--- src/rtl/mmio_pkg.sv ---
// mmio_pkg: shared FSM encoding, default address map and timeout for mmio_bus
package mmio_pkg;

    typedef enum logic [1:0] {
        ST_IDLE,
        ST_ACCESS,
        ST_RESP
    } state_e;

    localparam logic [31:0] BRAM_BASE   = 32'h0000_0000;
    localparam logic [31:0] BRAM_SIZE   = 32'h0000_1000;
    localparam logic [31:0] GPIO_BASE   = 32'h0000_1000;
    localparam logic [31:0] GPIO_SIZE   = 32'hFFFF_F000;
    localparam int          DEF_TIMEOUT = 15;

    function automatic int idx_width(input int n);
        return (n > 1) ? $clog2(n) : 1;
    endfunction

endpackage

--- src/rtl/mmio_decode.sv ---
// mmio_decode: combinational region match with lowest-index priority and offset
module mmio_decode
    import mmio_pkg::*;
#(
    parameter int                         N_SLAVES  = 2,
    parameter int                         ADDR_W    = 32,
    parameter logic [N_SLAVES*ADDR_W-1:0] BASE_FLAT = {GPIO_BASE, BRAM_BASE},
    parameter logic [N_SLAVES*ADDR_W-1:0] SIZE_FLAT = {GPIO_SIZE, BRAM_SIZE},
    localparam int                        IDX_W     = idx_width(N_SLAVES)
) (
    input  logic [ADDR_W-1:0] addr,
    output logic              hit,
    output logic [IDX_W-1:0]  idx,
    output logic [ADDR_W-1:0] offset
);

    logic [N_SLAVES-1:0] match;

    genvar g;
    for (g = 0; g < N_SLAVES; g++) begin : g_rgn
        logic [ADDR_W-1:0] base;
        logic [ADDR_W-1:0] size;
        assign base     = BASE_FLAT[g*ADDR_W +: ADDR_W];
        assign size     = SIZE_FLAT[g*ADDR_W +: ADDR_W];
        assign match[g] = (size != '0) && (addr >= base) &&
                          ({1'b0, addr} < ({1'b0, base} + {1'b0, size}));
    end

    // Scan from the highest region down so the lowest matching index is left standing
    always_comb begin
        hit    = 1'b0;
        idx    = '0;
        offset = '0;
        for (int k = N_SLAVES - 1; k >= 0; k--) begin
            if (match[k]) begin
                hit    = 1'b1;
                idx    = IDX_W'(k);
                offset = addr - BASE_FLAT[k*ADDR_W +: ADDR_W];
            end
        end
    end

endmodule

--- src/rtl/mmio_bus.sv ---
// mmio_bus: single-master MMIO interconnect with region decode, ack timeout and error count
module mmio_bus
    import mmio_pkg::*;
#(
    parameter int                         N_SLAVES  = 2,
    parameter int                         ADDR_W    = 32,
    parameter int                         DATA_W    = 32,
    parameter logic [N_SLAVES*ADDR_W-1:0] BASE_FLAT = {GPIO_BASE, BRAM_BASE},
    parameter logic [N_SLAVES*ADDR_W-1:0] SIZE_FLAT = {GPIO_SIZE, BRAM_SIZE},
    parameter int                         TIMEOUT   = DEF_TIMEOUT
) (
    input  logic                         clk,
    input  logic                         rst,
    input  logic                         req_valid,
    output logic                         req_ready,
    input  logic                         req_we,
    input  logic [ADDR_W-1:0]            req_addr,
    input  logic [DATA_W-1:0]            req_wdata,
    input  logic [DATA_W/8-1:0]          req_be,
    output logic                         rsp_valid,
    output logic [DATA_W-1:0]            rsp_rdata,
    output logic                         rsp_err,
    output logic [N_SLAVES-1:0]          s_sel,
    output logic                         s_we,
    output logic [ADDR_W-1:0]            s_addr,
    output logic [DATA_W-1:0]            s_wdata,
    output logic [DATA_W/8-1:0]          s_be,
    input  logic [N_SLAVES-1:0]          s_ack,
    input  logic [N_SLAVES*DATA_W-1:0]   s_rdata,
    output logic [7:0]                   err_count
);

    localparam int IDX_W = idx_width(N_SLAVES);

    state_e              state_q, state_d;
    logic                we_q;
    logic [IDX_W-1:0]    idx_q;
    logic [ADDR_W-1:0]   off_q;
    logic [DATA_W-1:0]   wdata_q;
    logic [DATA_W/8-1:0] be_q;
    logic [7:0]          tmo_q, tmo_d;
    logic [DATA_W-1:0]   rdata_q, rdata_d;
    logic                rerr_q, rerr_d;
    logic [7:0]          cnt_q, cnt_d;
    logic                dec_hit;
    logic [IDX_W-1:0]    dec_idx;
    logic [ADDR_W-1:0]   dec_off;
    logic                accept;
    logic                ack;
    logic                err_evt;

    mmio_decode #(
        .N_SLAVES  (N_SLAVES),
        .ADDR_W    (ADDR_W),
        .BASE_FLAT (BASE_FLAT),
        .SIZE_FLAT (SIZE_FLAT)
    ) u_decode (
        .addr   (req_addr),
        .hit    (dec_hit),
        .idx    (dec_idx),
        .offset (dec_off)
    );

    assign req_ready = (state_q == ST_IDLE);
    assign accept    = req_valid && req_ready;
    assign ack       = s_ack[idx_q];
    assign s_sel     = (state_q == ST_ACCESS) ? (N_SLAVES'(1) << idx_q) : '0;
    assign s_we      = we_q;
    assign s_addr    = off_q;
    assign s_wdata   = wdata_q;
    assign s_be      = be_q;
    assign rsp_valid = (state_q == ST_RESP);
    assign rsp_rdata = rdata_q;
    assign rsp_err   = rerr_q;
    assign err_count = cnt_q;

    // Next state, timeout count and response capture; an ack beats a same-cycle timeout
    always_comb begin
        state_d = state_q;
        tmo_d   = tmo_q;
        rdata_d = rdata_q;
        rerr_d  = rerr_q;
        err_evt = 1'b0;
        unique case (state_q)
            ST_IDLE: begin
                if (accept) begin
                    tmo_d = '0;
                    if (dec_hit) begin
                        state_d = ST_ACCESS;
                    end else begin
                        state_d = ST_RESP;
                        rdata_d = '0;
                        rerr_d  = 1'b1;
                        err_evt = 1'b1;
                    end
                end
            end
            ST_ACCESS: begin
                if (ack) begin
                    state_d = ST_RESP;
                    rdata_d = we_q ? '0 : s_rdata[idx_q*DATA_W +: DATA_W];
                    rerr_d  = 1'b0;
                end else if (tmo_q == 8'(TIMEOUT - 1)) begin
                    state_d = ST_RESP;
                    rdata_d = '0;
                    rerr_d  = 1'b1;
                    err_evt = 1'b1;
                end else begin
                    tmo_d = tmo_q + 8'd1;
                end
            end
            ST_RESP: state_d = ST_IDLE;
            default: state_d = ST_IDLE;
        endcase
        cnt_d = (err_evt && cnt_q != 8'hFF) ? cnt_q + 8'd1 : cnt_q;
    end

    // State and response registers; request fields are captured on acceptance
    always_ff @(posedge clk) begin
        if (rst) begin
            state_q <= ST_IDLE;
            we_q    <= 1'b0;
            idx_q   <= '0;
            off_q   <= '0;
            wdata_q <= '0;
            be_q    <= '0;
            tmo_q   <= '0;
            rdata_q <= '0;
            rerr_q  <= 1'b0;
            cnt_q   <= '0;
        end else begin
            state_q <= state_d;
            tmo_q   <= tmo_d;
            rdata_q <= rdata_d;
            rerr_q  <= rerr_d;
            cnt_q   <= cnt_d;
            if (accept) begin
                we_q    <= req_we;
                idx_q   <= dec_idx;
                off_q   <= dec_off;
                wdata_q <= req_wdata;
                be_q    <= req_be;
            end
        end
    end

endmodule

--- config.mk ---
export PLATFORM = sky130hd
export DESIGN_NAME = mmio_bus
export DESIGN_NICKNAME = d
export VERILOG_FILES = /design/src/rtl/mmio_pkg.sv /design/src/rtl/mmio_decode.sv /design/src/rtl/mmio_bus.sv
export SDC_FILE = /design/constraint.sdc
export NUM_CORES = 1
export LEC_CHECK = 0
export CELL_PAD_IN_SITES_DETAIL_PLACEMENT = 0
export CELL_PAD_IN_SITES_GLOBAL_PLACEMENT = 2
export CORE_ASPECT_RATIO = 0.8
export CORE_MARGIN = 1
export CORE_UTILIZATION = 24
export CTS_CLUSTER_SIZE = 12
export DETAILED_ROUTE_END_ITERATION = 6
export GPL_ROUTABILITY_DRIVEN = 0
export GPL_TIMING_DRIVEN = 0
export PLACE_DENSITY = 0.94
export REMOVE_ABC_BUFFERS = 1
export SETUP_SLACK_MARGIN = 0.1
export SYNTH_ARGS = -nofsm -noshare
export SYNTH_HDL_FRONTEND = slang
export SYNTH_SLANG_ARGS = --single-unit
--- constraint.sdc ---
create_clock -name clk -period 5.5 [get_ports clk]
set_input_delay 1.375 -clock clk [delete_from_list [all_inputs] [get_ports clk]]
set_output_delay 1.375 -clock clk [all_outputs]
set_load 0.005 [all_outputs]
# --- Yosys cells after proc, flatten, opt, wreduce, memory -nomap -nowiden ---
# Index checks and enable logic that the tools add are counted.
totals:
  in_bits: 138
  elab_cells: 71
  output_inout_bits: 114
  regBits: 121
op_classes:
  n_lt_le_gt_ge: 5
  n_mux: 33
  n_shift: 2
  n_reduce_logical: 9
  add_sub_neg: 3
  eq_ne: 9
op_table:
  columns: ["operator", "n"]
  rows:
  - ["$mux W32", 7]
  - ["$pmux W32 S2", 1]
  - ["$shiftx A64 B7 Y32", 1]
  - ["$lt A32 B33 Y1 const B", 1]
  - ["$ge A32 B1 Y1 const B", 1]
  - ["$ge A32 B13 Y1 const B", 1]
  - ["$lt A32 B13 Y1 const B", 1]
  - ["$sub A32 B13 Y32 const B", 1]
  - ["$mux W8", 3]
  - ["$add A8 B1 Y8 const B", 2]
  - ["$pmux W8 S2", 1]
  - ["$mux W1", 13]
  - ["$mux W2", 5]
  - ["$eq A8 B4 Y1 const B", 1]
  - ["$ne A8 B8 Y1 const B", 1]
  - ["$reduce_and A4 Y1", 2]
  - ["$ne A2 B2 Y1 const B", 3]
  - ["$logic_and A1 B1 Y1", 4]
  - ["$pmux W1 S2", 2]
  - ["$pmux W2 S2", 1]
  - ["$ne A3 B2 Y1 const B", 1]
  - ["$eq A2 B1 Y1 const B", 1]
  - ["$eq A2 B2 Y1 const B", 1]
  - ["$logic_not A2 Y1", 1]
  - ["5 further kinds", 5]

# --- Longest topological paths before layout ---
# Gate-level depths: netlist (run 1).
logic_depth:
  ltp_word: 8
  mapped_depth: 8
  depth_no_buf: 7

# --- Cells and area by module ---
# A second synthesis (run 1) with hierarchy kept.
hier_totals:
  hier_cells: 682
  area_unflattened_um2: 5352.6
modules_own_cells:
  columns: ["mod", "seq_area_each_um2", "cells_per_inst", "instances", "area_per_inst_um2"]
  rows:
  - ["mmio_bus", 2422.3, 598, 1, 4798.4]
  - ["mmio_decode", 0.0, 84, 1, 554.3]

# --- Worst setup path before layout (run 1) ---
# Ideal clock, no wire load.
synth_timing:
  kind: "input -> register"
  from: "input req_addr[18]"
  to: "register off_q[31], in the netlist s_addr[31]"
  path_stages: 5
  arrival_time_ns: 2.788
  slack_ns: 2.626
  setup_ns: 0.086
  path_buffers: 0
  cell_sequence: "or4_4 > nor4b_4 > nand4_1 > xor2_1 > a211oi_1"
synth_between:
  elab_chain_cells: 4
synth_rtl:
  columns: ["element", "line_no", "text"]
  rows:
  - ["from (decl)", "mmio_bus.sv:17", "input logic [ADDR_W-1:0] req_addr,"]
  - ["$lt A32 B33 Y1 / $ge A32 B13 Y1 (equally long branches)", "mmio_decode.sv:26, mmio_decode.sv:25", null]
  - ["$logic_and A1 B1 Y1", "mmio_decode.sv:25", "assign match[g] = (size != '0) && (addr >= base) &&"]
  - ["$mux W32", "mmio_decode.sv:35", "if (match[k]) begin"]
  - ["$mux W32 *", "mmio_decode.sv:35", null]
  - ["to (signal assigned)", "mmio_bus.sv:140", "off_q <= dec_off;"]
  - ["to (decl)", "mmio_bus.sv:38", "logic [ADDR_W-1:0] off_q;"]
# Every way passes the cells marked *; elsewhere a longest branch is shown, timed or not.
# A chain may end at the register's enable or synchronous reset.

# --- Worst setup path after layout (run 1) ---
layout_timing:
  from: "register idx_q"
  to: "output s_sel[1]"
layout_between:
  elab_chain_cells: 2
layout_rtl:
  columns: ["element", "line_no", "text"]
  rows:
  - ["from (decl)", "mmio_bus.sv:37", "logic [IDX_W-1:0] idx_q;"]
  - ["from (signal assigned)", "mmio_bus.sv:139", "idx_q <= dec_idx;"]
  - ["$shl A1 B1 Y2", "mmio_bus.sv:67", "assign s_sel = (state_q == ST_ACCESS) ? (N_SLAVES'(1) << idx_q) : '0;"]
  - ["$mux W2", "mmio_bus.sv:67", null]
  - ["to (decl)", "mmio_bus.sv:23", "output logic [N_SLAVES-1:0] s_sel,"]
# No other way between the ends.

==> results of run 1 <==
[metrics by stage]
step	setup slack (ns)	setup TNS (ns)	util	hold WS (ns)	total power [W]
final	2.017	0	0.4098	0.4486	0.002557
after global routing	1.890	0	0.4098	0.4678	0.002683
after CTS	1.968	0	0.4098	0.4526	0.002604
after detailed placement	1.877	0	0.3798	0.4461	0.001384
after global placement	-0.4768	-8.967	0.3746	0.4413	0.001380
after floorplan	1.607	0	-	0.4422	0.001113
[critical path, stage by stage (launching register included)]
cell and delay, ns:
dfxtp_2 0.89, and2_1 0.23, clkdlybuf4s50_1 0.54
[state kept, by name (all words and copies together) (netlist names)]
register,count
s_be,4
s_we,1
idx_q,1
state_q,2
err_count,8
rsp_err,1
rsp_rdata,32
tmo_q,8
s_addr,32
s_wdata,32
[synthesized netlist by cell type (all sizes together), types with 2 or more instances]
cell type    n
and3         3
dfxtp      121
nand2      112
buf          6
inv          8
a22oi       32
a21oi       65
nor2b        2
or3         10
nand3        8
ha           4
xor2         3
a31oi        2
xnor2        9
a311oi       4
nor3b        2
clkbuf      33
nor3        21
mux2        32
a21o         2
nand2b       4
o21ai       12
nor4        12
and2         4
a211oi      11
nand4        8
o31a         3
nor2        66
[cells in the final DEF, fill, tap and decap left out, drive strengths merged, types with 2 or more instances in the layout]
cell	netlist	final
a211oi	11	11
a21o	2	2
a21oi	65	65
a22oi	32	32
a311oi	4	4
a31oi	2	2
and2	4	4
and3	3	3
buf	6	6
bufinv	0	4
clkbuf	33	20
clkdlybuf4s50	0	250
clkinv	0	3
clkinvlp	0	5
dfxtp	121	121
ha	4	4
inv	8	8
mux2	32	32
nand2	112	112
nand2b	4	4
nand3	8	8
nand4	8	8
nor2	66	66
nor2b	2	2
nor3	21	21
nor3b	2	2
nor4	12	12
o21ai	12	12
o31a	3	3
or3	10	10
xnor2	9	9
xor2	3	3
[per-layer routing]
metal	vias to the layer above	wire (µm)	global-route usage
met4	0	197	0.04938
met5	-	0	0
li1	2613	-	-
met1	2405	7745	0.1945
met3	18	944	0.04783
met2	136	7557	0.2358
[power groups by stage]
stage	Combinational (W)	Clock (W)	Sequential (W)
detailed placement	0.000405	0	0.000979
floorplan	0.000134	0	0.000979
finish	0.000400	0.00120	0.000960
CTS	0.000408	0.00124	0.000961
global route	0.000439	0.00128	0.000968
global placement	0.000402	0	0.000978
[layout make-up]
cell class	count	area [µm²]	share of cell area
clock buffers	20	456.7	0.05308
clock inverters	12	172.7	0.02007
inverters	8	30.03	0.003490
multi-input cells	442	2572	0.2990
flip-flops and latches	121	2424	0.2817
well taps	269	336.6	0.03912
repair buffers	256	2611	0.3035
[worst paths after layout]
kind,depth (start not counted),slack [ns],end,startpoint
worst max-delay path,2,2.02,s_sel[1],idx_q$_SDFFE_PP0P_
worst min-delay path,2,0.45,s_addr[12]$_SDFFE_PP0P_,s_addr[12]$_SDFFE_PP0P_
worst max register to register,4,2.58,rsp_rdata[16]$_SDFFE_PP0P_,idx_q$_SDFFE_PP0P_
worst min register to register,2,0.45,s_addr[12]$_SDFFE_PP0P_,s_addr[12]$_SDFFE_PP0P_
[cells by family after synthesis]
kind of cell / count (synthesis) / share of synthesized area
and+or+nand+nor: 257 / 0.2294
buffers and inverters: 47 / 0.04300
AOI/OAI and AO/OA: 136 / 0.1617
xor gates and xnor gates: 12 / 0.02018
adders and majority gates: 4 / 0.009609
muxes: 33 / 0.07110
DFF: 121 / 0.4650
==> metrics.txt, run 1 <==
status=finished clean; Post-CTS Setup Inserts=0; Slew headroom=0.2073; Warnings, synthesis=0; vias=5,172; synth unique cells=48; setup violators final=0; Die Wd=166.7 µm; FF+latch count, synth=121; first-pass GRT wire length=26,640 µm; Mapped Area=0.005209 mm²; vias in the first global route=5,016; switching part of the total=0.2386; Clock Latency Late Sink=0.41 ns; number of buffers added on ports=251; DRT Pass-1 Iters=4; post-synth top area cell=dfxtp_1; placed insts=1,096; Nets=988; Initial DRC Count=258; startpoint class of the critical path=flip-flop; Worst Setup Path Type=flip-flop to output port; Overflow after GRT=0; Layout Skew=0.01128 ns; routed wire length=16,440 µm; Flop pwr share=0.376; CTS Buf Count=17; Gate power share=0.157; FILL cells=2,111; Slew Viols, Final=0; maxcap violations=0; floorplan core area=0.02099 mm²; Worst Path Max Fanout=36; H-tree Lvls=4; Synth Instances=610; Leak Pwr=3.013 nW; Slew @ Worst Pin=1.189 ns; CTS Hold Buffers Added=0; Post-DRT Antenna Nets=0; post-place instance area=0.007974 mm²; Layout area overhead=65.17%; Finished Cell Area=0.008603 mm²; n_diodes=0; initial antenna violation count=0; Int Pwr=0.001947 W; CP Data Required Time=4.12 ns; CTS Root Cell=clkbuf_16; Clk pwr share=0.468; main area contributors after synthesis=dfxtp_1 (47%), nand2_1 (8.1%), mux2_2 (6.9%); Post-synth EDFFs=0; Die Ht=133.8 µm; setup repair after global routing missed its margin=false; Routed WL per cell=14.58 µm; site row count=47; VDD IR-drop max=146.9 µV; share of layout cells above drive strength 1=0.09779; CTS Buffer Depth=2; DRC viols=0; Starting Density=0.2481; mean post-synth cell area=8.539 µm²; Finished Layout Cells=1,128; Tmin final=3.483 ns; ys async rst share=0; gr usage total=0.1502; Seq/Total Area, Yosys=0.4650; Psw=0.0006101 W; CTS tree=yes; Clock transition at path regs=0.06 ns; # clock sinks=121; Final period util=0.6332; Final Hold Fails=0; cell area power density=297.2 mW/mm²; Hold Path Class=flip-flop to flip-flop; largest net degree at the start of global routing=66; Yosys top cell area share=0.4650; Total Die Area=0.02230 mm²; top_reg_cell synth=dfxtp_1; vias per cell=4.585; # IOs=252; CTS resizes=0; Max Fclk=287.1 MHz; Post-DP HPWL=11,460 µm; Worst EP arrival=2.11 ns; Setup crit end kind=output port
Note: power is estimated with default switching activity, not from simulation.
==> inputs of run 2 (changes only) <==
--- a/config.mk
+++ b/config.mk
@@ -9,12 +9,12 @@
 export CELL_PAD_IN_SITES_GLOBAL_PLACEMENT = 2
 export CORE_ASPECT_RATIO = 0.8
 export CORE_MARGIN = 1
-export CORE_UTILIZATION = 24
+export CORE_UTILIZATION = 22
 export CTS_CLUSTER_SIZE = 12
 export DETAILED_ROUTE_END_ITERATION = 6
 export GPL_ROUTABILITY_DRIVEN = 0
 export GPL_TIMING_DRIVEN = 0
-export PLACE_DENSITY = 0.94
+export PLACE_DENSITY = 0.87
 export REMOVE_ABC_BUFFERS = 1
 export SETUP_SLACK_MARGIN = 0.1
 export SYNTH_ARGS = -nofsm -noshare
==> constraint.sdc (replaced) <==
create_clock -name clk -period 3.4 [get_ports clk]
set_input_delay 0.85 -clock clk [delete_from_list [all_inputs] [get_ports clk]]
set_output_delay 0.85 -clock clk [all_outputs]
set_load 0.005 [all_outputs]
==> run 2 against run 1 <==
  * Core utilization fell by 3.3 points
  * Flip-flop and latch count did not move
  * Routed wire length rose by 1.4%
  * Final area is 0.25% higher
  * Sequential share of layout area decreased by 0.069 points
  * Via count fell by 0.79%
  * Total power is 60% higher
  * Largest power group unchanged
  * Global-route usage decreased by 1.0 points
  * Largest cell class unchanged
  * Die area up 9.0%
==> metrics.txt, run 2 (synthesized netlist as in run 1, its figures left out) <==
status=finished clean; CTS Root Cell=clkbuf_16; Nets=988; CP Data Required Time=3.75 ns; Int Pwr=0.003062 W; Hold Path End=s_wdata[14]$_SDFFE_PP0P_; FF-to-FF End=rsp_rdata[11]$_SDFFE_PP0P_; most common cell after layout, fill and taps aside=clkdlybuf4s50_1; Worst EP arrival=3.31 ns; setup violators final=0; Overflow after GRT=0; Slew @ Worst Pin=1.189 ns; Max Fclk=338.3 MHz; gr usage total=0.1400; Slew headroom=0.2074; Final Hold Fails=0; vias per cell=4.404; CP delay by family, top=compound AO/OA/AOI/OAI gates; final hold slack=0.4512 ns; Die Wd=174.0 µm; n_diodes=0; Flop pwr share=0.379; H-tree Lvls=4; CTS tree=yes; cell area power density=474.5 mW/mm²; r2r setup slk=0.44 ns; setup repair after global routing missed its margin=false; Clock Latency Late Sink=0.42 ns; switching part of the total=0.2519; Post-DP HPWL=11,480 µm; CTS resizes=0; Layout Skew=0.01155 ns; final worst slack=0.4442 ns; Worst Path Max Fanout=36; CTS Hold Buffers Added=0; share of layout cells above drive strength 1=0.09895; Setup crit end kind=flip-flop; vias in the first global route=5,028; RR Startpoint=idx_q$_SDFFE_PP0P_; VDD IR-drop max=268.6 µV; Slew Viols, Final=0; vias=5,131; Hold Path Stages=2; Tmin final=2.956 ns; Routed WL per cell=14.31 µm; Clock transition at path regs=0.06 ns; Worst Setup Path Type=flip-flop to flip-flop; site row count=49; Worst Reg-to-Reg Cells=4; slowest CP cell=a21o_1; Post-DRT Antenna Nets=0; Die Ht=139.6 µm; Post-CTS Setup Inserts=0; Psw=0.001031 W; Post-Route Setup TNS=0 ns; slowest stage delay, CP=1.00 ns; number of buffers added on ports=251; largest net degree at the start of global routing=77; Initial DRC Count=272; DRT Pass-1 Iters=4; CTS Buffer Depth=2; # IOs=252; floorplan core area=0.02287 mm²; pre-CTS setup slack=0.1883 ns; # clock sinks=121; Starting Density=0.2278; Leak Pwr=3.002 nW; crit-path cells=mux2i_1, a21o_1, a22oi_1, nor2_1; first-pass GRT wire length=27,190 µm; startpoint class of the critical path=flip-flop; Total Die Area=0.02430 mm²; Buf/Inv on CP=0; routed wire length=16,670 µm; Hold Path Class=flip-flop to flip-flop; DRC viols=0; maxcap violations=0; Clk pwr share=0.463; Gate power share=0.158; hold_sp=s_wdata[14]$_SDFFE_PP0P_; most frequent cells in the layout=clkdlybuf4s50_1 (250), dfxtp_1 (120), nand2_1 (111), nor2_1 (66), a21oi_1 (65); CTS Buf Count=17; Layout area overhead=65.58%; initial antenna violation count=0; Final period util=0.8693
-- run 2: power groups by stage --
| stage | clock network (W) | logic [W] | registers (W) |
|---|---|---|---|
| final | 0.00189 | 0.000647 | 0.00155 |
| after global routing | 0.00203 | 0.000708 | 0.00157 |
| after CTS | 0.00195 | 0.000658 | 0.00155 |
| after detailed placement | 0 | 0.000654 | 0.00158 |
| after global placement | 0 | 0.000654 | 0.00158 |
| after floorplan | 0 | 0.000217 | 0.00158 |
-- run 2: tightest hold or removal path: cells and delay by family, from the launching register on --
family | cells | cell delay [ns]
DFF | 1 | 0.30
AOI/OAI and AO/OA | 1 | 0.05
and+or+nand+nor | 1 | 0.05
-- run 2: stage by stage --
| step | power [W] | util | instance area [µm²] | std cells |
|---|---|---|---|---|
| after floorplan | 0.001801 | - | 5015 | 571 |
| after global placement | 0.002236 | 0.3459 | 7910 | 1128 |
| after detailed placement | 0.002238 | 0.3504 | 8013 | 1133 |
| after CTS | 0.004166 | 0.3771 | 8625 | 1165 |
| after global routing | 0.004306 | 0.3771 | 8625 | 1165 |
| final | 0.004092 | 0.3771 | 8625 | 1165 |
-- run 2: worst max-delay path by stage --
stage          cells past startpoint                          to          startpoint
2_1_floorplan                      4   rsp_rdata[0]$_SDFFE_PP0P_  idx_q$_SDFFE_PP0P_
3_3_place_gp                       5       tmo_q[1]$_SDFFE_PP0P_           req_valid
3_5_place_dp                       5  rsp_rdata[12]$_SDFFE_PP0P_            s_ack[1]
4_1_cts                            4  rsp_rdata[12]$_SDFFE_PP0P_  idx_q$_SDFFE_PP0P_
5_1_grt                            4   rsp_rdata[2]$_SDFFE_PP0P_  idx_q$_SDFFE_PP0P_
6_report                           4  rsp_rdata[11]$_SDFFE_PP0P_  idx_q$_SDFFE_PP0P_
-- run 2: cell type report --
type	count	area (µm²)
fill	2339	14240
timing repair buffer	256	2604
multi-input combinational	442	2572
sequential	121	2424
clock buffer	18	439.2
tap	306	382.9
clock inverter	14	172.7
inverter	8	30.03
-- run 2: per-layer routing --
| layer | wire length (µm) | track usage | share of wire |
|---|---|---|---|
| met5 | 0 | 0 | 0 |
| met4 | 131 | 0.03232 | 0.0079 |
| met3 | 1061 | 0.05027 | 0.064 |
| met2 | 7628 | 0.2183 | 0.46 |
| met1 | 7845 | 0.1837 | 0.47 |
==> inputs of run 3 (changes only) <==
--- a/config.mk
+++ b/config.mk
@@ -5,11 +5,13 @@
 export SDC_FILE = /design/constraint.sdc
 export NUM_CORES = 1
 export LEC_CHECK = 0
+export CAP_MARGIN = 20
 export CELL_PAD_IN_SITES_DETAIL_PLACEMENT = 0
 export CELL_PAD_IN_SITES_GLOBAL_PLACEMENT = 2
 export CORE_ASPECT_RATIO = 0.8
 export CORE_MARGIN = 1
 export CORE_UTILIZATION = 22
+export CTS_CLUSTER_DIAMETER = 60
 export CTS_CLUSTER_SIZE = 12
 export DETAILED_ROUTE_END_ITERATION = 6
 export GPL_ROUTABILITY_DRIVEN = 0
==> run 3 against run 2 <==
  * Fmax up 0.69%
  * Sequential share of layout area down 0.12 points
  * Total power down 0.18%
  * Via count about the same
  * Die area unchanged
  * Sequential power about the same
  * Core utilization up 0.16 points
  * Routed wire length down 0.23%
  * Flip-flop and latch count unchanged
  * Critical path depth down 2
  * Combinational power up 1%
  * Critical endpoint is now s_sel[1]
  * Highest routed layer unchanged
==> metrics.txt, run 3 (synthesized netlist as in run 1, its figures left out) <==
CTS tree=yes; Setup crit end kind=output port; crit path capture=s_sel[1]; cell area power density=471.6 mW/mm²; CTS Buffer Depth=2; Worst Setup Path Type=flip-flop to output port; Clock transition at path regs=0.06 ns; Die Wd=174.0 µm; vias in the first global route=5,056; status=finished clean; # clock sinks=121; setup violators final=0; VDD IR-drop max=260.9 µV; Slew Viols, Final=0; vias per cell=4.399; # IOs=252; Hold Path Class=flip-flop to flip-flop; critical path launch point=idx_q$_SDFFE_PP0P_; gr usage total=0.1390; CTS resizes=0; DRC viols=0; H-tree Lvls=4; WL met1=7766 µm; Total Die Area=0.02430 mm²; Tmin final=2.936 ns; WL met3=967 µm; Post-CTS Setup Inserts=0; Hold Path Stages=2; Clock Latency Late Sink=0.42 ns; site row count=49; initial antenna violation count=0; Post-Route Setup TNS=0 ns; maxcap violations=0; pre-CTS setup slack=0.3489 ns; final worst slack=0.4644 ns; CP Data Required Time=2.55 ns; most common cell after layout, fill and taps aside=clkdlybuf4s50_1; Routed WL per cell=14.25 µm; FF-to-FF End=err_count[5]$_SDFFE_PP0P_; FILL cells=2,288; n_diodes=0; routed wire length=16,630 µm; floorplan core area=0.02287 mm²; Final Hold Fails=0; Final period util=0.8634; Die Ht=139.6 µm; Slew @ Worst Pin=0.8759 ns; Max Fclk=340.6 MHz; Overflow after GRT=0; CTS Buf Count=17; Leak Pwr=3.027 nW; Worst Path Max Fanout=36; startpoint class of the critical path=flip-flop; r2r setup slk=0.76 ns; vias=5,134; DR top layer=met4; setup repair after global routing missed its margin=false; Nets=990; Layout area overhead=66.30%; CTS Hold Buffers Added=0; final hold slack=0.4518 ns; share of layout cells above drive strength 1=0.1010; Post-DP HPWL=11,550 µm; Slew headroom=0.4161; Post-DRT Antenna Nets=0; Routed met2 length=7742 µm; Starting Density=0.2278; largest net degree at the start of global routing=77; most frequent cells in the layout=clkdlybuf4s50_1 (250), dfxtp_1 (120), nand2_1 (111), nor2_1 (66), a21oi_1 (65); number of buffers added on ports=251; CTS Root Cell=clkbuf_16; final core utilization=0.3788; Initial DRC Count=240; first-pass GRT wire length=27,030 µm; Worst Reg-to-Reg Cells=5; DRT Pass-1 Iters=4; Worst EP arrival=2.09 ns; Layout Skew=0.01378 ns; RR Startpoint=idx_q$_SDFFE_PP0P_
[run 3: cell types whose count changed in the layout (fill, tap and decap cells not counted), sizes merged]
cell,change
buf,+1
clkbuf,+1
clkinv,+4
clkinvlp,-2
inv,-2
[run 3: area by class of cell]
type / count / area (µm²) / share of cell area
clock buffer: 18 / 439.2 / 0.05070
clock inverter: 14 / 175.2 / 0.02022
inverter: 8 / 30.03 / 0.003467
multi-input combinational: 442 / 2572 / 0.2970
sequential: 121 / 2424 / 0.2798
tap: 306 / 382.9 / 0.04420
timing repair buffer: 258 / 2639 / 0.3046
[run 3: power by group]
group / internal, W / switching, W
logic: 0.000393 / 0.000261
registers: 0.00150 / 0.0000540
clock network: 0.00118 / 0.000703
total: 0.00307 / 0.00102
[run 3: metal layers]
| metal | vias to the layer above | track usage |
|---|---|---|
| li1 | 2620 | - |
| met1 | 2361 | 0.1775 |
| met2 | 138 | 0.2248 |
| met3 | 15 | 0.04344 |
| met4 | 0 | 0.03878 |
| met5 | - | 0 |
[run 3: worst min path at each step]
stage          slack [ns]                     start                  endpoint
6_report             0.45  s_wdata[30]$_SDFFE_PP0P_  s_wdata[30]$_SDFFE_PP0P_
3_3_place_gp         0.44  s_wdata[29]$_SDFFE_PP0P_  s_wdata[29]$_SDFFE_PP0P_
2_1_floorplan        0.44   s_addr[12]$_SDFFE_PP0P_   s_addr[12]$_SDFFE_PP0P_
4_1_cts              0.45  s_wdata[10]$_SDFFE_PP0P_  s_wdata[10]$_SDFFE_PP0P_
5_1_grt              0.47   s_addr[10]$_SDFFE_PP0P_   s_addr[10]$_SDFFE_PP0P_
3_5_place_dp         0.45  s_wdata[10]$_SDFFE_PP0P_  s_wdata[10]$_SDFFE_PP0P_
[run 3: through the flow]
step	instance area, µm²	std cells	total power (W)
after floorplan	5015	571	0.001801
after global placement	7910	1128	0.002236
after detailed placement	8040	1134	0.002242
after CTS	8655	1166	0.004165
after global routing	8662	1167	0.004299
final	8662	1167	0.004085
[run 3: critical path: stages, from the launching register on]
cell	delay, ns
dfxtp_2	0.88
and2_1	0.23
clkdlybuf4s50_1	0.52
==> RTL edit 1 (settings of run 2) <==
Reset style: asynchronous (`rst`), changed in one clocked block.
--- a/src/rtl/mmio_bus.sv
+++ b/src/rtl/mmio_bus.sv
@@ -118,3 +118,3 @@
     // State and response registers; request fields are captured on acceptance
-    always_ff @(posedge clk) begin
+    always_ff @(posedge clk or posedge rst) begin
         if (rst) begin
Formal check against the unedited RTL: differs if rst is asserted again (counterexample within 4 cycles, from zero or initial values and one cycle with rst high); with rst held inactive, the same outputs for 4 cycles.
==> RTL edit 1 against run 2 <==
  * Synthesized area increased by 5.3%
  * Routed wire length increased by 1.7%
  * Design area increased by 4.1%
  * Sequential cell count unchanged
  * Non-clock buffer count decreased by 2
  * Setup slack improved by 210 ps
Power is not compared: it rests on default switching activity, and its combinational part moved more than twofold at a synthesized area within 25%.
==> RTL edit 1: results (changes against run 2) <==
{
  "yosys": {
    "synth_flop_cell": {"value": "sky130_fd_sc_hd__dfrtp_1", "change": "was sky130_fd_sc_hd__dfxtp_1"},
    "ys_top_cells_by_area": {"value": "sky130_fd_sc_hd__dfrtp_1, sky130_fd_sc_hd__nand2_1, sky130_fd_sc_hd__mux2i_1", "change": "was sky130_fd_sc_hd__dfxtp_1, sky130_fd_sc_hd__nand2_1, sky130_fd_sc_hd__mux2_2"},
    "mean_post_synth_cell_area": {"value": 9.40, "unit": "sq um", "change": "was 8.54 sq um"},
    "post_synth_most_frequent_cells": {"value": "sky130_fd_sc_hd__nand2_1, sky130_fd_sc_hd__dfrtp_1, sky130_fd_sc_hd__o21ai_0", "change": "was sky130_fd_sc_hd__dfxtp_1, sky130_fd_sc_hd__nand2_1, sky130_fd_sc_hd__nor2_1"},
    "synthArstFlopShare": {"value": 100, "unit": "%", "change": "was 0%"}
  },
  "critical_path": {
    "critical-path-slowest-cell": {"value": "sky130_fd_sc_hd__clkdlybuf4s50_1", "change": "was sky130_fd_sc_hd__a21o_1"},
    "crit_end": {"value": "s_sel[1]", "change": "was rsp_rdata[11]"},
    "reg2reg_from": {"value": "idx_q", "change": "unchanged"},
    "critical_path.reg2reg.endpoint": {"value": "rsp_rdata[0]", "change": "was rsp_rdata[11]"},
    "timing.critical_path.arrival": {"value": 1890, "unit": "ps", "change": "was 3310 ps"},
    "timing.critical_path.slowest_cell_delay": {"value": 500, "unit": "ps", "change": "was 1000 ps"},
    "ff2ff_setup_slack": {"value": 930, "unit": "ps", "change": "was 440 ps"},
    "worstSetupStartpoint": {"value": "state_q[1]", "change": "was idx_q"}
  },
  "route": {
    "routed_wirelength": {"value": 16900, "unit": "um", "change": "was 16700 um"},
    "dr.first_iter.drc_count": {"value": 212, "change": "was 272"},
    "vias": {"value": 4935, "change": "was 5131"}
  },
  "layout": {
    "layout.filler_cells": {"value": 2484, "change": "was 2339"},
    "post_route_cells_drive_above_1_share": {"value": 6.56, "unit": "%", "change": "was 9.90%"},
    "finish.net_count": {"value": 969, "change": "was 988"}
  },
  "global_routing": {
    "grt_max_degree": {"value": 68, "change": "was 77"},
    "grt_pass1_wl": {"value": 26700, "unit": "um", "change": "was 27200 um"},
    "grt_use_total": {"value": 13.7, "unit": "%", "change": "was 14.0%"}
  },
  "timing": {
    "whs": {"value": 470, "unit": "ps", "change": "was 451 ps"},
    "worst_margin_slew": {"value": 1030, "unit": "ps", "change": "was 1190 ps"},
    "fmax": {"value": 364, "unit": "MHz", "change": "was 338 MHz"}
  },
  "min_path": {
    "hold_end": {"value": "s_be[0]", "change": "was s_wdata[14]"},
    "hold_path.startpoint": {"value": "s_be[0]", "change": "was s_wdata[14]"}
  },
  "place": {
    "post-dp-hpwl": {"value": 12100, "unit": "um", "change": "was 11500 um"},
    "placed_cell_area": {"value": 8380, "unit": "sq um", "change": "was 8010 sq um"},
    "place_ws": {"value": 223, "unit": "ps", "change": "was 188 ps"}
  },
  "power": {
    "power_w": 0.00694
  },
  "outcome": {
    "outcome": {"value": "finished, final reports clean", "change": "unchanged"}
  }
}
[RTL edit 1: cell count changes in the layout (fill, tap and decap cells not counted), moves of 5 or more]
cell and delta:
sky130_fd_sc_hd__a22oi_1 -32, sky130_fd_sc_hd__nor3_1 -14, sky130_fd_sc_hd__or3_1 -5, sky130_fd_sc_hd__nor2_1 -46, sky130_fd_sc_hd__a21oi_1 -55, sky130_fd_sc_hd__mux2_2 -27
sky130_fd_sc_hd__a211oi_1 -11, sky130_fd_sc_hd__o21ai_0 +41, sky130_fd_sc_hd__dfxtp_1 -120, sky130_fd_sc_hd__mux2i_1 +35, sky130_fd_sc_hd__xor2_1 +7, sky130_fd_sc_hd__nand2_1 +90
sky130_fd_sc_hd__dfrtp_1 +120
[RTL edit 1: logic make-up after synthesis]
kind of cell | Yosys count | synth area share [%]
and+or+nand+nor | 281 | 22.7
DFF | 121 | 55.2
AOI/OAI and AO/OA | 82 | 8.12
muxes | 41 | 7.60
buffers and inverters | 36 | 2.58
xor gates and xnor gates | 18 | 2.88
adders and majority gates | 4 | 0.913
[RTL edit 1: final cells by class]
type / count / area [sq um] / area share (%)
well taps: 318 / 398 / 4.43
inverters: 7 / 31.3 / 0.348
clock buffers: 17 / 425 / 4.74
repair buffers: 254 / 2590 / 28.8
multi-input cells: 426 / 2330 / 26.0
flip-flops and latches: 121 / 3030 / 33.7
clock inverters: 14 / 174 / 1.94
[RTL edit 1: routing by layer]
layer | vias to the layer above | GRT usage, % | wire, um
met1 | 2339 | 17.7 | 7730
met2 | 123 | 21.6 | 8030
met4 | 0 | 5.26 | 325
met3 | 22 | 3.70 | 855
met5 | - | 0 | 0
li1 | 2451 | - | -
[RTL edit 1: critical path: cells and delay by family, from the launching register on]
kind / cells / cell delay [ps]
flops: 1 / 400
simple gates: 2 / 580
buf+inv: 1 / 500
==> RTL edit 2 (flow settings as in run 2) <==
Made on the original files. Change the parameter `DATA_W` from 32 to 16.
--- a/src/rtl/mmio_bus.sv
+++ b/src/rtl/mmio_bus.sv
@@ -6,3 +6,3 @@
     parameter int                         ADDR_W    = 32,
-    parameter int                         DATA_W    = 32,
+    parameter int                         DATA_W    = 16,
     parameter logic [N_SLAVES*ADDR_W-1:0] BASE_FLAT = {GPIO_BASE, BRAM_BASE},
Ports: changed (6 resized); port bits go from 252 to 168. The function was not compared with the original's and may differ.
==> RTL edit 2 against run 2 <==
  * Sequential cell count is 34 lower
  * Core utilization down 2.2 points
  * Synthesized area shrank 24%
  * Routed wire length decreased by 28%
  * Clock skew down 4.2 ps
  * First-iteration DRC count is 30% lower
  * Setup slack better by 60 ps
  * Design area shrank 28%
  * Critical path depth grew 4
  * Register-to-register slack gained 96 ps
  * Power fell by 36%
  * Global-route usage shrank 1.0 points
  * Largest power group is now sequential cells
==> RTL edit 2: results (changes against run 2) <==
{
  "outcome": {
    "outcome": {"value": "finished, final reports clean", "change": "unchanged"}
  },
  "clock_tree": {
    "clk-insertion-delay-late": {"value": 340, "unit": "ps", "change": "was 420 ps"},
    "cts_made_buffers": {"value": 9, "change": "was 17"},
    "htree_num_levels": {"value": 3, "change": "was 4"}
  },
  "power": {
    "cellLeakagePower": {"value": 2.15, "unit": "nW", "change": "was 3.00 nW"},
    "total_switching_power": {"value": 0.000676, "unit": "W", "change": "was 0.00103 W"},
    "power.sequential.total": {"value": 0.00111, "unit": "W", "change": "was 0.00155 W"}
  },
  "global_routing": {
    "grt_pass1_wl": {"value": 19200, "unit": "um", "change": "was 27200 um"},
    "via_count_of_the_first_global_routing_pass": {"value": 3771, "change": "was 5028"},
    "grt_use_total": {"value": 13.0, "unit": "%", "change": "was 14.0%"}
  },
  "critical_path": {
    "timing.critical_path.slowest_cell_delay": {"value": 520, "unit": "ps", "change": "was 1000 ps"},
    "critical_path_peak_fanout": {"value": 9, "change": "was 36"},
    "critical-path-slowest-cell": {"value": "sky130_fd_sc_hd__a2111oi_1", "change": "was sky130_fd_sc_hd__a21o_1"},
    "category_of_cells_accounting_for_the_largest_share_of_critical_path_delay": {"value": "simple AND/OR/NAND/NOR gates", "change": "was compound AO/OA/AOI/OAI gates"},
    "ff2ff_setup_slack": {"value": 540, "unit": "ps", "change": "was 440 ps"}
  },
  "yosys": {
    "fraction_of_the_yosys_area_taken_by_sequential_cells": {"value": 44.1, "unit": "%", "change": "was 46.5%"},
    "ys_top_cells_by_area": {"value": "sky130_fd_sc_hd__dfxtp_1, sky130_fd_sc_hd__nand2_1, sky130_fd_sc_hd__a21oi_1", "change": "was sky130_fd_sc_hd__dfxtp_1, sky130_fd_sc_hd__nand2_1, sky130_fd_sc_hd__mux2_2"}
  },
  "place": {
    "placed_cell_area": {"value": 5870, "unit": "sq um", "change": "was 8010 sq um"},
    "place_ws": {"value": -171, "unit": "ps", "change": "was 188 ps"},
    "post-dp-hpwl": {"value": 8710, "unit": "um", "change": "was 11500 um"}
  },
  "route": {
    "dr.first_iter.drc_count": {"value": 191, "change": "was 272"},
    "met1Wirelength": {"value": 5650, "unit": "um", "change": "was 7850 um"},
    "wl_met3": {"value": 781, "unit": "um", "change": "was 1060 um"},
    "drt-wirelength-per-cell": {"value": 14.2, "unit": "um", "change": "was 14.3 um"}
  },
  "layout": {
    "finish.net_count": {"value": 706, "change": "was 988"},
    "layout.filler_cells": {"value": 1790, "change": "was 2339"},
    "post_route_cells_drive_above_1_share": {"value": 9.05, "unit": "%", "change": "was 9.90%"}
  },
  "timing": {
    "post_route_skew": {"value": 7.38, "unit": "ps", "change": "was 11.5 ps"}
  }
}
RTL edit 2: path summary, 6_finish.rpt:
check               startpoint             to
hold reg to reg     s_wdata[4]     s_wdata[4]
setup reg to reg         idx_q  rsp_rdata[15]
hold / removal      s_wdata[4]     s_wdata[4]
setup / recovery  req_addr[13]     s_addr[13]
RTL edit 2: metal layers:
layer,vias to the layer above,global-route usage [%]
met2,119,20.9
met3,15,4.30
met5,-,0
met1,1809,16.1
li1,1940,-
met4,0,5.19
RTL edit 2: cell type report:
class / instances / area share (%)
Timing Repair Buffer: 171 / 28.2
Clock buffer: 10 / 3.86
Inverter: 7 / 0.425
Tap cell: 225 / 4.55
Sequential cell: 87 / 28.1
Multi-Input combinational cell: 338 / 33.6
Clock inverter: 6 / 1.21
RTL edit 2: cells by family after synthesis:
kind of cell | count (synthesis) | share of synthesized area, %
compound gates | 99 | 16.4
xor+xnor | 16 | 3.55
fa+ha+maj | 4 | 1.27
buf+inv | 36 | 3.64
flops | 87 | 44.1
mux | 21 | 5.86
simple gates | 198 | 25.2
RTL edit 2: worst reg2reg max path, stage by stage (launching register included):
cell and delay [ps]:
sky130_fd_sc_hd__dfxtp_1 930, sky130_fd_sc_hd__mux2_2 440, sky130_fd_sc_hd__o21ai_1 1020, sky130_fd_sc_hd__a22oi_1 240, sky130_fd_sc_hd__nor2_1 150
RTL edit 2: through the flow:
stage                     cells  TNS (ps)  hold WS [ps]  total power [W]  utilization [%]
after floorplan             432         0           442          0.00129                -
after global placement      824    -58860           441          0.00159             33.2
after detailed placement    828      -171           447          0.00160             33.7
after CTS                   844         0           457          0.00268             35.5
after global routing        844         0           469          0.00276             35.5
final                       844         0           455          0.00262             35.5
RTL edit 2: repair_timing:
item / in CTS / in global routing
hold buffers: 0 / 0
resized for setup: 0 / 1
setup endpoints to repair: 0 / 1
